### src/rtl/cpu_pkg.sv
// Shared definitions for the 16-bit CPU pipeline.
// Widths, stage-state enum and the MEM/WB field bundle.
package cpu_pkg;

  localparam int DATA_W     = 16;
  localparam int REG_ADDR_W = 3;

  typedef enum logic {
    IDLE   = 1'b0,
    ACCESS = 1'b1
  } stage_t;

  typedef struct packed {
    logic                  valid;
    logic                  regWrite;
    logic                  memToReg;
    logic [DATA_W-1:0]     readData;
    logic [DATA_W-1:0]     aluResult;
    logic [REG_ADDR_W-1:0] writeReg;
  } mem_wb_t;

endpackage

### src/rtl/bus_watchdog.sv
// Access watchdog: start clears and arms, ack disarms.
// Ports: clk, rstN, start, ack in; expire out (TIMEOUT=0 disables).
module bus_watchdog #(
  parameter int TIMEOUT = 15
) (
  input  logic clk,
  input  logic rstN,
  input  logic start,
  input  logic ack,
  output logic expire
);

  if (TIMEOUT == 0) begin : gOff
    logic unused;
    assign unused = &{1'b0, clk, rstN, start, ack};
    assign expire = 1'b0;
  end else begin : gOn
    localparam int CW = $clog2(TIMEOUT + 1);
    localparam logic [CW-1:0] LAST = CW'(TIMEOUT - 1);

    logic [CW-1:0] count;
    logic          running;

    // Fires on the TIMEOUT-th waiting cycle; an ack that
    // cycle takes precedence.
    assign expire = running && !ack && (count == LAST);

    always_ff @(posedge clk or negedge rstN) begin
      if (!rstN) begin
        count   <= '0;
        running <= 1'b0;
      end else if (start) begin
        count   <= '0;
        running <= 1'b1;
      end else if (running) begin
        if (ack || expire) begin
          running <= 1'b0;
        end else begin
          count <= count + 1'b1;
        end
      end
    end
  end

endmodule

### src/rtl/mem_wb_stage.sv
// MEM stage: data-memory req/ack access, stall, MEM/WB registers.
// Ports: ex* from EX/MEM, mem* bus, wb* to write-back, stall, busErr.
module mem_wb_stage
  import cpu_pkg::*;
#(
  parameter int DATA_W     = cpu_pkg::DATA_W,
  parameter int REG_ADDR_W = cpu_pkg::REG_ADDR_W,
  parameter int TIMEOUT    = 15
) (
  input  logic                  clk,
  input  logic                  rstN,
  input  logic                  exValid,
  input  logic                  exMemRead,
  input  logic                  exMemWrite,
  input  logic                  exRegWrite,
  input  logic                  exMemToReg,
  input  logic [DATA_W-1:0]     exAluResult,
  input  logic [DATA_W-1:0]     exWriteData,
  input  logic [REG_ADDR_W-1:0] exWriteReg,
  output logic                  stall,
  output logic                  memReq,
  output logic                  memWe,
  output logic [DATA_W-1:0]     memAddr,
  output logic [DATA_W-1:0]     memWdata,
  input  logic                  memAck,
  input  logic [DATA_W-1:0]     memRdata,
  output logic                  wbValid,
  output logic                  wbRegWrite,
  output logic                  wbMemToReg,
  output logic [DATA_W-1:0]     wbReadData,
  output logic [DATA_W-1:0]     wbAluResult,
  output logic [REG_ADDR_W-1:0] wbWriteReg,
  output logic                  busErr
);

  stage_t                state;
  logic [DATA_W-1:0]     addrQ;
  logic [DATA_W-1:0]     wdataQ;
  logic                  weQ;
  logic                  rdQ;
  logic                  regWrQ;
  logic                  m2rQ;
  logic [REG_ADDR_W-1:0] wrRegQ;

  logic memOp;
  logic accept;
  logic ack;
  logic expire;

  assign memOp  = exMemRead | exMemWrite;
  assign accept = (state == IDLE) && exValid && memOp;
  assign ack    = (state == ACCESS) && memAck;

  assign stall = rstN &&
    (accept ||
     ((state == ACCESS) && !memAck && !expire));

  assign memReq   = (state == ACCESS);
  assign memWe    = memReq && weQ;
  assign memAddr  = addrQ;
  assign memWdata = wdataQ;

  bus_watchdog #(
    .TIMEOUT(TIMEOUT)
  ) uWdog (
    .clk   (clk),
    .rstN  (rstN),
    .start (accept),
    .ack   (ack),
    .expire(expire)
  );

  always_ff @(posedge clk or negedge rstN) begin
    if (!rstN) begin
      state       <= IDLE;
      addrQ       <= '0;
      wdataQ      <= '0;
      weQ         <= 1'b0;
      rdQ         <= 1'b0;
      regWrQ      <= 1'b0;
      m2rQ        <= 1'b0;
      wrRegQ      <= '0;
      wbValid     <= 1'b0;
      wbRegWrite  <= 1'b0;
      wbMemToReg  <= 1'b0;
      wbReadData  <= '0;
      wbAluResult <= '0;
      wbWriteReg  <= '0;
      busErr      <= 1'b0;
    end else begin
      wbValid <= 1'b0;
      unique case (state)
        IDLE: begin
          if (accept) begin
            // Read+write together is a store.
            addrQ  <= exAluResult;
            wdataQ <= exWriteData;
            weQ    <= exMemWrite;
            rdQ    <= exMemRead & ~exMemWrite;
            regWrQ <= exRegWrite;
            m2rQ   <= exMemToReg & ~exMemWrite;
            wrRegQ <= exWriteReg;
            state  <= ACCESS;
          end else if (exValid) begin
            wbValid     <= 1'b1;
            wbRegWrite  <= exRegWrite;
            wbMemToReg  <= exMemToReg;
            wbAluResult <= exAluResult;
            wbWriteReg  <= exWriteReg;
          end
        end
        ACCESS: begin
          if (ack || expire) begin
            wbValid     <= 1'b1;
            wbRegWrite  <= regWrQ & ack;
            wbMemToReg  <= m2rQ;
            wbAluResult <= addrQ;
            wbWriteReg  <= wrRegQ;
            if (ack && rdQ) begin
              wbReadData <= memRdata;
            end
            if (!ack) begin
              busErr <= 1'b1;
            end
            state <= IDLE;
          end
        end
        default: state <= IDLE;
      endcase
    end
  end

endmodule

### config.mk
export PLATFORM = sky130hd
export DESIGN_NAME = mem_wb_stage
export DESIGN_NICKNAME = d
export VERILOG_FILES = /design/src/rtl/cpu_pkg.sv /design/src/rtl/bus_watchdog.sv /design/src/rtl/mem_wb_stage.sv
export SDC_FILE = /design/constraint.sdc
export NUM_CORES = 1
export LEC_CHECK = 0
export CAP_MARGIN = 20
export CORE_MARGIN = 2
export CORE_UTILIZATION = 40
export CTS_CLUSTER_SIZE = 20
export DETAILED_ROUTE_END_ITERATION = 12
export GPL_TIMING_DRIVEN = 0
export PLACE_DENSITY_LB_ADDON = 0.12
export SYNTH_ARGS = -nofsm -noshare
export SYNTH_HDL_FRONTEND = slang
export SYNTH_SLANG_ARGS = --single-unit
export TNS_END_PERCENT = 10
### constraint.sdc
create_clock -name clk -period 2.1 [get_ports clk]
set_clock_uncertainty 0.2 [all_clocks]
set_input_delay 0.42 -clock clk [delete_from_list [all_inputs] [get_ports clk]]
set_output_delay 0.42 -clock clk [all_outputs]
set_load 0.05 [all_outputs]
==> Word level (Yosys, flattened, before mapping) <==
Index checks and enable logic that the tools add are counted.
Widths: inputs -> output; s select.
{ "word_totals": {"wordCells": 79, "output_inout_bits": 74, "inputBits": 59, "ff_bits": 84} }
{ "classes": {"reduce_logical": 21, "n_eq_ne": 5, "add_sub_neg": 1, "bitwise_logic": 7, "muxes": 28} }
{ "op_table": {"columns": ["operator", "n"], "rows": [
  ["$mux 16", 3],
  ["$pmux 16 s2", 1],
  ["$mux 1", 13],
  ["$mux 4", 3],
  ["$logic_and 1x1->1", 10],
  ["$mux 3", 3],
  ["$reduce_and 3->1", 3],
  ["$pmux 1 s2", 4],
  ["$ne 2x2->1 const B", 3],
  ["$pmux 3 s2", 1],
  ["$add 4x1->4 const B", 1],
  ["$eq 4x4->1 const B", 1],
  ["$reduce_and 2->1", 2],
  ["$and 1x1->1", 3],
  ["$logic_not 1->1", 3],
  ["$not 1->1", 3],
  ["$logic_or 1x1->1", 2],
  ["$ne 2x1->1 const B", 1],
  ["$reduce_bool 2->1", 1],
  ["$or 1x1->1", 1]
]} }

==> Longest topological paths before layout <==
Gate-level depths: netlist of the first run.
{ "logic_depth": {"depth_word": 8, "depth_mapped": 7, "ltp_nobuf": 6} }

==> By module <==
From an unflattened synthesis of the first run, not the netlist that was laid out.
{ "unflattened": {"cells_unflattened": 232, "area_unflattened_um2": 3712.3} }
{ "by_module_without_submodules": {"columns": ["module", "seq_area_each_um2", "n_inst", "cells_per_inst", "area_each_um2"], "rows": [
  ["mem_wb_stage", 1976.9, 1, 205, 3438.3],
  ["bus_watchdog", 125.1, 1, 27, 274.0]
]} }

==> Worst setup path after synthesis of the first run <==
No wires, ideal clock.
{ "synth_path": {"kind": "register to output", "startpoint": "register state, in the netlist memReq", "endpoint": "output port stall", "t_required_ps": 1480, "arrival_ps": 1677, "path_stages_with_launch": 7, "slack_ps": -197, "n_path_buf": 2, "cell_sequence": "dfrtp_1 -> nor2b_1 -> buf_6 -> nor2b_1 -> clkbuf_1 -> a21o_1 -> and2_1"} }
{ "synth_via": {"elab_chain_len": 8, "word_cells_on_any_way": 12, "cone_classes": "bitwise: 1; reduce/logical: 11"} }
{ "synth_lines": {"columns": ["item", "line_no", "rtl"], "rows": [
  ["start: declaration", "mem_wb_stage.sv:36", "stage_t state;"],
  ["start signal: assignment", "mem_wb_stage.sv:75", "state <= IDLE;"],
  ["start signal: assignment", "mem_wb_stage.sv:103", "state <= ACCESS;"],
  ["start signal: assignment", "mem_wb_stage.sv:125", "state <= IDLE;"],
  ["$logic_and 1x1->1", "mem_wb_stage.sv:52", "assign ack = (state == ACCESS) && memAck;"],
  ["$logic_not 1->1", null, null],
  ["$logic_and 1x1->1 (2 in a row)", "bus_watchdog.sv:26", "assign expire = running && !ack && (count == LAST);"],
  ["$logic_not 1->1", "mem_wb_stage.sv:56", "((state == ACCESS) && !memAck && !expire));"],
  ["$logic_and 1x1->1", "mem_wb_stage.sv:56", null],
  ["$logic_or 1x1->1 *", "mem_wb_stage.sv:55", "(accept ||"],
  ["$logic_and 1x1->1 *", "mem_wb_stage.sv:54", "assign stall = rstN &&"],
  ["end: declaration", "mem_wb_stage.sv:20", "output logic stall,"]
]} }
Every way passes the cells marked *; elsewhere a longest branch is shown, timed or not.

==> Worst setup path in the final report of the first run <==
{ "layout_path": {"startpoint": "input port exMemWrite", "endpoint": "output port stall"} }
{ "layout_via": {"elab_chain_len": 4} }
{ "layout_lines": {"columns": ["item", "line_no", "rtl"], "rows": [
  ["start: declaration", "mem_wb_stage.sv:14", "input logic exMemWrite,"],
  ["$or 1x1->1", "mem_wb_stage.sv:50", "assign memOp = exMemRead | exMemWrite;"],
  ["$logic_and 1x1->1", "mem_wb_stage.sv:51", "assign accept = (state == IDLE) && exValid && memOp;"],
  ["$logic_or 1x1->1", "mem_wb_stage.sv:55", null],
  ["$logic_and 1x1->1", "mem_wb_stage.sv:54", null]
]} }
Every way passes these cells.

==> out/results.ini, run 1 <==
[outcome]
status = finished, violations left
violations = setup timing

[sta]
timing.final.ws_setup_ns = -0.2211
slew_headroom_pct = 60.96
period_minus_slack_ns = 2.321
hold_viol_final = 0
worstMarginPinSlew_ns = 0.5856
setup_viol = 1
fmax_ghz = 0.4308
finalMaxSlewViolations = 0
rsz0062_at_grt = true
tns_ns = -0.2211
finalCritPeriodShare_pct = 110.5

[drt]
vias = 3093
routed_via_density = 4.917
wl_per_cell_um = 15.42
firstDrtPassIters = 4
drcViolationCount = 0
wl_um = 9702
dr.first_iter.drc_count = 102
final_antenna_net_count = 0

[worst_setup_path]
rr_worst_depth = 6
worstSetupStartpointType = primary input
critical_path_class = in2out
critPathRequiredTime_ns = 1.48
r2r_end = wbAluResult[7]
timing.rr.start = uWdog.gOn.count[1]
rrSetupSlack_ns = 0.07
critPathMaxFanout = 5
cp-end-kind = output port
arrival_ns = 1.70

[die]
start_util_pct = 40.73
fp.dieW_um = 100.3
core_area_sq_um = 9109
rows = 35
die_area_sq_um = 10060
io_pins = 133
die_y_um = 100.3

[placement]
dpl.hpwl_um = 6510
port_buffers = 132
placed_area_sq_um = 5197
dp.cells = 602
dpl_worst_slack_ns = -1.070
gp_congestion = 0.7619

[logic_synthesis]
synth.most_common_cell = nand2_1
synth_area_leaders = dfrtp_1 57%, nand2_1 11%, o221a_1 6.1%
syn_avg_cell_area_sq_um = 10.36
synth.yosys.seq_area_share_pct = 56.66
synthArstFlopShare_pct = 100.0
ys_types = 30
synth_edf_count = 0
yosys_warnings = 0
synth_top_area_share_pct = 56.66
netlist_instances = 358
syn-num-nets = 419
yosysTopAreaCell = dfrtp_1
ys_seq_elements = 84
netlist_area_sq_um = 3710
ys.flop_type = dfrtp_1
ys_top_cells_by_count = 113 x nand2_1, 84 x dfrtp_1, 44 x nor2_1

[final_layout]
area_growth_pct = 48.09
drive_gt1_share_pct = 15.06
nNetsFinal = 574
design_area_sq_um = 5494
antenna_cells = 0
final_cells = 629

[pwr]
internal_power_mw = 3.834
p_sw_mw = 3.101
p_comb_share_pct = 47.0
power.leakage_nw = 2.757
ir_worst_vdd_mv = 0.7840
swShare_pct = 44.72
power.share.sequential_pct = 34.4
p_per_area_nw_per_um2 = 1262
power_frac_clock_pct = 18.6

[clocking]
worstSkewPairLatency_ns = 0.35
cts_buffer_depth = 2
cts_tree = yes
clkTransAtPathRegs_ns = 0.09
h-tree-depth = 3
clkSinkCount = 84
cts_root_buf = clkbuf_8
cts_buffers = 9

[grt]
grt.total_usage_pct = 20.23
grt_max_degree = 55
antenna_found_initial = 0
grt.overflow.total = 0
grt_pass1_vias = 3143
grt_pass1_wl_um = 15810

[worst_hold_path]
min_from = busErr
hold_end = busErr
min_delay_path_depth = 1
hold_path_class = reg2reg

[flow_run]
maxCapViolCount = 0

==> registers in the layout, summed over array words and instances, names as in the netlist <==
signal             count
m2rQ                   1
memAddr               16
wbRegWrite             1
weQ                    1
wbReadData            16
wbWriteReg             3
memWdata              16
uWdog.gOn.count        4
wbMemToReg             1
busErr                 1
wbValid                1
memReq                 1
uWdog.gOn.running      1
wbAluResult           16
regWrQ                 1
rdQ                    1
wrRegQ                 3
==> power groups by stage <==
stage	Sequential [mW]	Combinational, mW	Clock (mW)
after floorplan	3.86	0.795	0
after global placement	2.40	3.43	0
after detailed placement	2.43	3.47	0
after CTS	2.39	3.28	1.32
after global routing	2.46	3.46	1.39
final	2.39	3.26	1.29
==> routing by layer <==
layer  wire (um)  GRT usage [%]
met3         595          5.501
met2        4682          32.16
met4         160          7.060
met5           0              0
met1        4263          26.77
==> final cells by class <==
| type | count | area, sq um |
|---|---|---|
| Fill cell | 807 | 3615 |
| Timing Repair Buffer | 145 | 1375 |
| Tap cell | 111 | 138.9 |
| Sequential cell | 84 | 2103 |
| Clock buffer | 12 | 145.1 |
| Clock inverter | 4 | 72.57 |
| Buffer | 21 | 161.4 |
| Inverter | 1 | 3.754 |
| Multi-Input combinational cell | 251 | 1494 |
==> cells by family after synthesis <==
| family | synth area share, % |
|---|---|
| buf+inv | 4.081 |
| compound gates | 7.959 |
| mux | 10.25 |
| simple gates | 19.66 |
| fa+ha+maj | 0.6744 |
| flops | 56.66 |
| xor+xnor | 0.7084 |
==> worst max-delay path, stage by stage <==
cell and delay [ns]:
clkdlybuf4s50_1 0.49, nor2_2 0.16, nor2b_1 0.05, clkbuf_2 0.11
a21o_1 0.17, and2_4 0.16, buf_8 0.14
==> through the flow <==
stage / utilization [%] / power (mW) / hold slack, ns
after floorplan: - / 4.653 / -0.07559
after global placement: 56.79 / 5.831 / 0.2531
after detailed placement: 57.06 / 5.897 / 0.1953
after CTS: 60.27 / 6.992 / 0.2793
after global routing: 60.32 / 7.309 / 0.2964
final: 60.32 / 6.935 / 0.2747
==> cell usage in the layout, fill, tap and decap left out, types with 3 or more instances in the layout <==
cell | Yosys | layout
clkbuf_8 | 0 | 10
mux2_2 | 16 | 16
or2_2 | 3 | 3
nand2_1 | 113 | 113
a21oi_1 | 5 | 5
dfrtp_1 | 84 | 83
buf_4 | 0 | 10
mux2i_1 | 20 | 20
clkdlybuf4s50_1 | 0 | 57
o221a_1 | 20 | 20
clkbuf_1 | 6 | 6
dlygate4sd2_1 | 0 | 72
nor2b_1 | 4 | 3
buf_8 | 2 | 4
buf_2 | 10 | 9
and2_4 | 1 | 3
nor2_1 | 44 | 43
buf_6 | 4 | 4
==> what timing repair did <==
item | 4_1_cts | 5_1_grt
hold buffers | 2 | 0
endpoints found under the hold margin | 30 | 0
pin swaps | 3 | 1
resized for setup | 104 | 2
buffers inserted | 10 | 0
endpoints found under the setup margin | 74 | 14
==> worst max-delay path by stage <==
stage	start	endpoint	slack [ns]	depth (start not counted)
after floorplan	memReq	stall	-0.08	6
after global placement	rstN	stall	-3.69	3
after detailed placement	exValid	stall	-1.07	8
after CTS	uWdog.gOn.count[0]	stall	-0.24	7
after global routing	uWdog.gOn.count[0]	stall	-0.30	7
final	exMemWrite	stall	-0.22	7
Note: power is estimated with default switching activity, not from simulation.
==> run 2, diff against run 1 <==
Settings changed: CORE_MARGIN 2 to unset, CTS_CLUSTER_DIAMETER set to 120.
==> run 2 against run 1 <==
Net effect: the run ends with DRC, setup timing left; core utilization increased by 1.5 points; flip-flop and latch count did not move; sequential power about the same; combinational power decreased by 1%; via count grew 0.91%; critical path depth stayed put; first-iteration DRC count grew 2.0%; clock power up 12%; cell count decreased by 1.3%.
==> out/results.ini, run 2 (synthesis results as in run 1) <==
[drt]
vias = 3121  ; +0.91%
final_antenna_net_count = 0  ; unchanged
dr.first_iter.drc_count = 104  ; +2.0%
routed_via_density = 5.026  ; +2.2%
wl_um = 9533  ; -1.7%
wl_per_cell_um = 15.35  ; -0.48%
drcViolationCount = 7  ; +7
firstDrtPassIters = 8  ; +4

[final_layout]
nNetsFinal = 569  ; -0.87%
final_cells = 621  ; -1.3%
drive_gt1_share_pct = 14.23  ; -0.83 points
area_growth_pct = 47.42
final_cell_mix = 113 x nand2_1, 84 x dfrtp_1, 72 x dlygate4sd2_1
multi_input_area_sq_um = 1493  ; about the same
n_fill_cell = 780  ; -3.3%
final_common_cell = nand2_1
design_area_sq_um = 5469  ; -0.46%
antenna_cells = 0  ; unchanged
final_core_util_pct = 61.81  ; +1.5 points
register_area_sq_um = 2102  ; about the same

[placement]
port_buffers = 132  ; unchanged
dp.cells = 599  ; -0.50%
dpl.hpwl_um = 6532  ; +0.34%
gp_congestion = 0.7317  ; -4.0%
dpl_worst_slack_ns = -1.078  ; -0.008510 ns
placed_area_sq_um = 5194  ; about the same

[grt]
grt_use_met2_pct = 34.18  ; +2.0 points
antenna_found_initial = 0  ; unchanged
grt_pass1_wl_um = 15770  ; -0.26%
grt_pass1_vias = 3218  ; +2.4%
use_met1_pct = 26.50  ; -0.28 points
grt.total_usage_pct = 20.99  ; +0.76 points
grt.overflow.total = 0  ; unchanged
grt_max_degree = 50  ; -9.1%
top_usage_layer = met2
grtUsageMet3_pct = 6.800  ; +1.3 points

[worst_setup_path]
critPathRequiredTime_ns = 1.48  ; about the same
rr_worst_depth = 6  ; unchanged
critical_path.max_stage_delay_ns = 0.40  ; -0.09 ns
critPathSlowestCell = dfrtp_1
crit_family = simple AND/OR/NAND/NOR gates
path_cells = inv_2 > ha_4 > and3_4 > nand3_2 > a21o_1 > and2_4 > buf_8
arrival_ns = 1.70  ; about the same
critPathBufInv = 2  ; -1
worstSetupStartpointType = flip-flop
crit_cells = 7  ; unchanged
critical_path_class = reg2out
cp-end-kind = output port
critPathMaxFanout = 2  ; -3

[sta]
finalMaxSlewViolations = 0  ; unchanged
timing.final.ws_setup_ns = -0.2179  ; +0.003179 ns
worstMarginPinSlew_ns = 0.5709  ; -0.01469 ns
slew_headroom_pct = 61.94  ; +0.98 points
finalCritPeriodShare_pct = 110.4  ; -0.15 points
hold_viol_final = 0  ; unchanged
period_minus_slack_ns = 2.318  ; -0.003179 ns
hold-worst-slack_ns = 0.1956  ; -0.07913 ns
setup_viol = 1  ; unchanged
tns_ns = -0.2179  ; +0.003179 ns
fmax_ghz = 0.4314  ; +0.14%
rsz0062_at_grt = true

[outcome]
violations = DRC, setup timing
status = finished, violations left

[pwr]
fin_total_pwr_mw = 7.054  ; +1.7%
ir_worst_vdd_mv = 0.6510  ; -17%
power.leakage_nw = 2.754  ; about the same
p_per_area_nw_per_um2 = 1290  ; +2.2%

[clocking]
clkTransAtPathRegs_ns = 0.08  ; about the same
worstSkewPairLatency_ns = 0.35  ; about the same
cts_root_buf = clkbuf_8
cts_buffer_depth = 2  ; unchanged
h-tree-depth = 3  ; unchanged
cts_tree = yes
clkSinkCount = 84  ; unchanged
cts_buffers = 9  ; unchanged

[die]
core_area_sq_um = 8848  ; -2.9%
fp.dieW_um = 98.31  ; -2.0%
io_pins = 133  ; unchanged
rows = 34  ; -2.9%
start_util_pct = 41.93  ; +1.2 points
die_area_sq_um = 9664  ; -3.9%
die_y_um = 98.31  ; -2.0%

[worst_hold_path]
min_delay_path_depth = 2  ; +1
hold_path_class = in2reg

[flow_run]
maxCapViolCount = 0  ; unchanged

## run 2: layout make-up
type                            count  area share [%]
Buffer                             21           2.791
Tap cell                          108           2.471
Sequential cell                    84           38.44
Multi-Input combinational cell    251           27.29
Clock buffer                       12           2.837
Clock inverter                      4           1.739
Timing Repair Buffer              140           24.37
Inverter                            1         0.06863
## run 2: repair_timing
action / CTS / global route
buffers inserted: 5 / 0
endpoints found under the setup margin: 74 / 14
pin swaps: 2 / 2
hold buffers: 2 / 0
resized for setup: 100 / 3
endpoints found under the hold margin: 35 / 0
## run 2: metal layers
layer | vias up | routed length, um
met5 | - | 0
li1 | 1490 | -
met1 | 1515 | 4168
met2 | 106 | 4496
met4 | 0 | 143
met3 | 10 | 725
## run 2: path summary, 6_finish.rpt
kind | to | slack, ns | from
worst max-delay path | stall | -0.22 | uWdog.gOn.count[0]
worst min-delay path | rdQ | 0.20 | exMemWrite
worst max register to register | wbAluResult[8] | 0.06 | uWdog.gOn.count[1]
worst min register to register | busErr | 0.27 | busErr
max in group asynchronous | memWdata[14] | 1.00 | rstN
min in group asynchronous | wbAluResult[11] | 0.42 | rstN
## run 2: power by group
group,switching (mW),internal (mW)
clock,0.590,0.855
combinational,2.21,1.01
sequential,0.300,2.09
